**src/rtl/ram_bist_ctrl.sv**
```systemverilog
// rtl/ram_bist_ctrl.sv - March-style BIST initiator for a single-port sync-read RAM
//
// Purpose:
//   Takes ownership of the RAM port while busy and runs three phases:
//   write background P, read/compare P then write ~P per address,
//   read/compare ~P. Reports pass, mismatch count and first failing address.
//
// Ports:
//   clk, reset         clock; asynchronous active-high reset
//   start, pattern     test request (sampled in IDLE/DONE) and background word
//   ram_address/ram_data_in/ram_write_en   registered RAM command outputs
//   ram_data_out       RAM read data, valid 1 edge after the address is sampled
//   busy, done, pass   status; pass valid while done=1
//   fail_count         saturating count of mismatching reads
//   fail_addr          address of the first mismatch (0 if none)
//
// Optional feature (macro RAM_BIST_STOP_ON_FAIL_EN):
//   stop issuing operations after the first mismatch, drain, report one failure.

module ram_bist_ctrl #(
    parameter int ADDR_WIDTH     = 4,
    parameter int DATA_WIDTH     = 8,
    parameter int FAIL_CNT_WIDTH = 6
) (
    input  logic                      clk,
    input  logic                      reset,
    input  logic                      start,
    input  logic [DATA_WIDTH-1:0]     pattern,
    output logic [ADDR_WIDTH-1:0]     ram_address,
    output logic [DATA_WIDTH-1:0]     ram_data_in,
    output logic                      ram_write_en,
    input  logic [DATA_WIDTH-1:0]     ram_data_out,
    output logic                      busy,
    output logic                      done,
    output logic                      pass,
    output logic [FAIL_CNT_WIDTH-1:0] fail_count,
    output logic [ADDR_WIDTH-1:0]     fail_addr
);

    localparam logic [ADDR_WIDTH-1:0] LAST_ADDR = '1;

    typedef enum logic [2:0] {
        ST_IDLE,
        ST_W_BG,
        ST_RD_BG,
        ST_RD_CMP,
        ST_DRAIN,
        ST_DONE
    } state_t;

    // state/addr/rd_wr_phase describe the operation to issue at the next edge
    state_t                  state, state_n;
    logic [ADDR_WIDTH-1:0]   addr, addr_n;
    logic                    rd_wr_phase, rd_wr_phase_n;  // RD_BG: 0 = read, 1 = write
    logic [DATA_WIDTH-1:0]   pat;

    // Compare pipeline: stage 1 = RAM sampling the address, stage 2 = data returned
    logic                    s1_valid, s2_valid;
    logic [DATA_WIDTH-1:0]   s1_exp, s2_exp;
    logic [ADDR_WIDTH-1:0]   s1_addr, s2_addr;

    logic                    op_issue;
    logic                    op_we;
    logic                    op_cmp;
    logic [ADDR_WIDTH-1:0]   op_addr;
    logic [DATA_WIDTH-1:0]   op_data;
    logic [DATA_WIDTH-1:0]   op_exp;
    logic                    start_accept;
    logic                    finish;

    logic                    mismatch;
    logic                    count_en;

    // Case inequality so that X/Z read data is reported as a failure
    assign mismatch = s2_valid && (ram_data_out !== s2_exp);

`ifdef RAM_BIST_STOP_ON_FAIL_EN
    // Only the first mismatch is counted; anything still in the pipe is ignored
    assign count_en = mismatch && (fail_count == '0);
`else
    assign count_en = mismatch;
`endif

    always_comb begin
        state_n       = state;
        addr_n        = addr;
        rd_wr_phase_n = rd_wr_phase;
        op_issue      = 1'b0;
        op_we         = 1'b0;
        op_cmp        = 1'b0;
        op_addr       = addr;
        op_data       = pat;
        op_exp        = pat;
        start_accept  = 1'b0;
        finish        = 1'b0;

        case (state)
            ST_IDLE, ST_DONE: begin
                if (start) begin
                    // The first background write goes out on the accepting edge
                    start_accept = 1'b1;
                    op_issue     = 1'b1;
                    op_we        = 1'b1;
                    op_addr      = '0;
                    op_data      = pattern;
                    state_n      = ST_W_BG;
                    addr_n       = ADDR_WIDTH'(1);
                end
            end
            ST_W_BG: begin
                op_issue = 1'b1;
                op_we    = 1'b1;
                if (addr == LAST_ADDR) begin
                    state_n       = ST_RD_BG;
                    addr_n        = '0;
                    rd_wr_phase_n = 1'b0;
                end else begin
                    addr_n = addr + 1'b1;
                end
            end
            ST_RD_BG: begin
                op_issue = 1'b1;
                if (!rd_wr_phase) begin
                    op_cmp        = 1'b1;
                    rd_wr_phase_n = 1'b1;
                end else begin
                    op_we         = 1'b1;
                    op_data       = ~pat;
                    rd_wr_phase_n = 1'b0;
                    if (addr == LAST_ADDR) begin
                        state_n = ST_RD_CMP;
                        addr_n  = '0;
                    end else begin
                        addr_n = addr + 1'b1;
                    end
                end
            end
            ST_RD_CMP: begin
                op_issue = 1'b1;
                op_cmp   = 1'b1;
                op_exp   = ~pat;
                if (addr == LAST_ADDR) begin
                    state_n = ST_DRAIN;
                    addr_n  = '0;
                end else begin
                    addr_n = addr + 1'b1;
                end
            end
            ST_DRAIN: begin
                // Leave once the last queued compare has retired
                if (!s1_valid && !s2_valid) begin
                    state_n = ST_DONE;
                    finish  = 1'b1;
                end
            end
            default: begin
                state_n = ST_IDLE;
            end
        endcase

`ifdef RAM_BIST_STOP_ON_FAIL_EN
        if (mismatch && (fail_count == '0) &&
            (state == ST_W_BG || state == ST_RD_BG || state == ST_RD_CMP)) begin
            state_n = ST_DRAIN;
            addr_n  = '0;
        end
`endif
    end

    always_ff @(posedge clk or posedge reset) begin
        if (reset) begin
            state        <= ST_IDLE;
            addr         <= '0;
            rd_wr_phase  <= 1'b0;
            pat          <= '0;
            ram_address  <= '0;
            ram_data_in  <= '0;
            ram_write_en <= 1'b0;
            s1_valid     <= 1'b0;
            s1_exp       <= '0;
            s1_addr      <= '0;
            s2_valid     <= 1'b0;
            s2_exp       <= '0;
            s2_addr      <= '0;
            busy         <= 1'b0;
            done         <= 1'b0;
            pass         <= 1'b0;
            fail_count   <= '0;
            fail_addr    <= '0;
        end else begin
            state       <= state_n;
            addr        <= addr_n;
            rd_wr_phase <= rd_wr_phase_n;

            if (op_issue) begin
                ram_address  <= op_addr;
                ram_write_en <= op_we;
                if (op_we) begin
                    ram_data_in <= op_data;
                end
            end else begin
                ram_write_en <= 1'b0;
            end

            s1_valid <= op_issue && op_cmp;
            s1_exp   <= op_exp;
            s1_addr  <= op_addr;
            s2_valid <= s1_valid;
            s2_exp   <= s1_exp;
            s2_addr  <= s1_addr;

            if (start_accept) begin
                pat        <= pattern;
                fail_count <= '0;
                fail_addr  <= '0;
                pass       <= 1'b0;
                busy       <= 1'b1;
                done       <= 1'b0;
            end else if (count_en) begin
                if (fail_count == '0) begin
                    fail_addr <= s2_addr;
                end
                if (fail_count != '1) begin
                    fail_count <= fail_count + 1'b1;
                end
            end

            if (finish) begin
                busy <= 1'b0;
                done <= 1'b1;
                pass <= (fail_count == '0);
            end
        end
    end

endmodule

```
**config.mk**
```make
export PLATFORM = sky130hd
export DESIGN_NAME = ram_bist_ctrl
export DESIGN_NICKNAME = d
export VERILOG_FILES = /design/src/rtl/ram_bist_ctrl.sv
export SDC_FILE = /design/constraint.sdc
export NUM_CORES = 1
export LEC_CHECK = 0
export CAP_MARGIN = 20
export CORE_ASPECT_RATIO = 1.75
export CORE_UTILIZATION = 45
export DETAILED_ROUTE_END_ITERATION = 6
export PLACE_DENSITY_LB_ADDON = 0.1
export REMOVE_ABC_BUFFERS = 1
export SLEW_MARGIN = 20
export SYNTH_ARGS = -nofsm -noshare
export SYNTH_HDL_FRONTEND = slang
export SYNTH_SLANG_ARGS = --single-unit
```
**constraint.sdc**
```tcl
create_clock -name clk -period 2.3 [get_ports clk]
set_input_delay 0.69 -clock clk [delete_from_list [all_inputs] [get_ports clk]]
set_output_delay 0.69 -clock clk [all_outputs]
set_load 0.02 [all_outputs]
```
==> metrics <==
status=finished, final reports clean; simple-gate area share of the yosys netlist=between 10% and 20%; CP Capture Type=primary output; Routed wire per std cell=roughly 14 um; Row Count=38; hold_buf cts=0; clock slew at reported path FFs=0.07 ns; core area=0.00623 sq mm; Comb pwr share=about two fifths; worst-margin pin slew=about 0.62 ns; Area Overhead vs Synth=27.3%; crit path DAT=between 1 and 1.5 ns; HP Class=reg -> reg; Die Span Y=about 110 um; ANT nets after route=0; Final Skew=roughly 0.0033 ns; Top FF cell, synth=dfrtp_1; First DRT Iteration DRCs=110; R2R depth=4; Fmax=between 0.4 and 0.5 GHz; Nets=~330; Die Wd=approximately 63 um; Total Routing Usage GR=18.4%; Setup Viol. Count Final=0; Post-DP Area=0.00351 sq mm; crit-path max FO=7; WP buf/inv=1; number of antenna violations at the first check in global routing=0; crit-path cells=clkdlybuf4s50_1; Final Hold Viols=0; switch share=between 30% and 40%; Int Pwr=0.00348 W; Post-Synth XOR/XNOR Area=about 5.4%; Design Area, Final=0.00374 sq mm; Max stage delay cell, worst path=clkdlybuf4s50_1; critical path depth in cells=1; vias in the first global route=about 2,000; initial cell density of the core=between 40% and 50%; vias per std cell=5.17; final critical-path required period=~2.1 ns; total wire length=about 5.5 mm; Hold Slack=between 0.3 and 0.4 ns; Die Footprint=approximately 0.0069 sq mm; Buffers on Ports=between 40 and 50; # Max-Cap Violations=0; final cell count without fillers=396; post-synthesis compound-gate area fraction=about an eighth; clock buffer depth=2; pin count of the biggest net entering global routing=between 60 and 70; mux cell area share after synthesis=approximately 5.2%; Ports=45; P per Cell Area=1440 mW/mm^2; flops & latches, synth=68; RePlAce Congestion=roughly 0.8; clock network power share=between 10% and 20%; antenna cells=0; Clock Tree Root=clkbuf_8; post-CTS setup buffer count=0; CTS tree=done; Resized cells post-CTS=0; EDFF count, synth=0; final setup TNS=0 ns; crit share post-route=approximately nine tenths; Worst slew margin=58.0%; sequential power share=40.6%; Post-synth ARST share=100%; critical path's largest stage delay=between 0.6 and 0.7 ns; Leakage=~1.6 nW; DRC viols=0; Critical Path RT=roughly 1.6 ns; placed insts=approximately 380; RSZ-0062 raised after global routing=no; startpoint types=flop; post-synth cell types=38; Cells after Synth=255; post-DP HPWL=between 3 and 4 mm; clk sinks=68; adder-cell share of the synthesized area=about 1.7%; cell count of the worst hold path=0; Skew-Pair Late Insertion Delay=0.33 ns; register area share after synthesis=between 50 and 60%; Top delay family on crit path=buffers and inverters; Mean Syn Cell Area=around 12 sq um; H-Tree Depth=3; fin. max-slew vios=0; largest family of logic cells by synthesized area=simple AND/OR/NAND/NOR gates; CTS Buf Count=9; Congestion Overflow GR=0; critical path class=reg -> out; first-pass GRT wire length=about 9.5 mm; Worst VDD drop=0.000887 V; Synth Cell Area=roughly 0.0029 sq mm; first-pass detailed-route iteration total=4; Net Switching=slightly below 0.002 W; Vias=around 2,000; Syn. warnings=0; share of layout cells above drive strength 1=roughly 15%
==> path summary, 6_finish.rpt <==
| check | to | slack [ns] | startpoint |
|---|---|---|---|
| worst max-delay path | fail_count[2] | 0.18 | fail_count[2] |
| worst min-delay path | s2_exp[6] | 0.35 | s1_exp[6] |
| worst max register to register | addr[3] | 0.43 | state[0] |
| worst min register to register | s2_exp[6] | 0.35 | s1_exp[6] |
| max in group asynchronous | addr[2] | 1.26 | reset |
| min in group asynchronous | s1_exp[1] | 0.75 | reset |
==> per-layer routing <==
metal  track usage, %  routed length, um  vias to the layer above
li1                 -                  -                     1003
met1             21.2               2360                      999
met2             31.3               2910                       34
met3             3.14                146                       10
met4             12.0                123                        0
met5                0                  0                        -
==> registers in the layout (all words and copies together), names as in the netlist, 3 cells and up <==
register,count
ram_data_in,8
fail_addr,4
state,3
pat,8
s2_addr,4
s1_addr,4
s1_exp,8
s2_exp,8
fail_count,6
ram_address,4
addr,4
==> cell usage after synthesis (all sizes together), types with 2 or more instances <==
cell type	count	share of area (%)
xor2	9	2.7
xnor2	9	2.7
buf	7	2.3
nand3	7	1.2
a221oi	9	2.9
nor2b	6	1.3
inv	8	1.0
dfrtp	68	58
nand4	2	0.43
o21ai	23	3.9
mux2	9	3.5
a21oi	16	3.2
and3	2	0.43
mux2i	5	1.7
o31ai	2	0.51
ha	3	1.3
nor3	4	0.68
a31o	2	0.60
nand2	24	3.1
nor4	4	1.9
nor2	25	3.5
nand2b	3	0.64
==> cell families after synthesis <==
| group | after synthesis |
|---|---|
| AND/OR/NAND/NOR | 79 |
| flip-flops | 68 |
| AO/OA/AOI/OAI | 57 |
| XOR/XNOR | 18 |
| buffers and inverters | 15 |
| multiplexers | 14 |
| adder cells (fa/ha/maj) | 4 |
==> power by group through the flow <==
stage	clock [W]	sequential [W]	combinational, W
after floorplan	0	0.00236	0.00115
after global placement	0	0.00220	0.00212
after detailed placement	0	0.00222	0.00216
after CTS	0.00111	0.00219	0.00217
after global routing	0.00115	0.00226	0.00236
final	0.00108	0.00219	0.00213
==> layout by cell type (no fill, tap or decap), drive strengths merged, types with 2 or more instances in the layout <==
cell type,count
nor3,4
clkbuf,11
nand4,2
mux2i,5
o21ai,23
bufinv,2
ha,3
nor2b,6
nor2,25
inv,8
xnor2,9
nand3,7
nand2,24
a221oi,9
clkdlybuf4s50,44
xor2,9
buf,9
nand2b,3
a21oi,16
o31ai,2
and3,2
nor4,4
a31o,2
mux2,9
dfrtp,68
==> area by class of cell <==
type	count	area [sq um]
tap	80	100
fill	530	2490
multi-input combinational	172	1140
inverter	8	30.0
clock inverter	4	72.6
timing repair buffer	53	546
clock buffer	11	151
sequential	68	1700
==> per-stage QoR <==
stage,worst slack (ns),util (%),power [W]
floorplan,-0.102,-,0.00350
global placement,-0.0657,56.4,0.00432
detailed placement,-0.105,56.4,0.00438
CTS,0.166,60.0,0.00547
global route,0.121,60.0,0.00578
finish,0.184,60.0,0.00540
(Power assumes the default switching activity.)
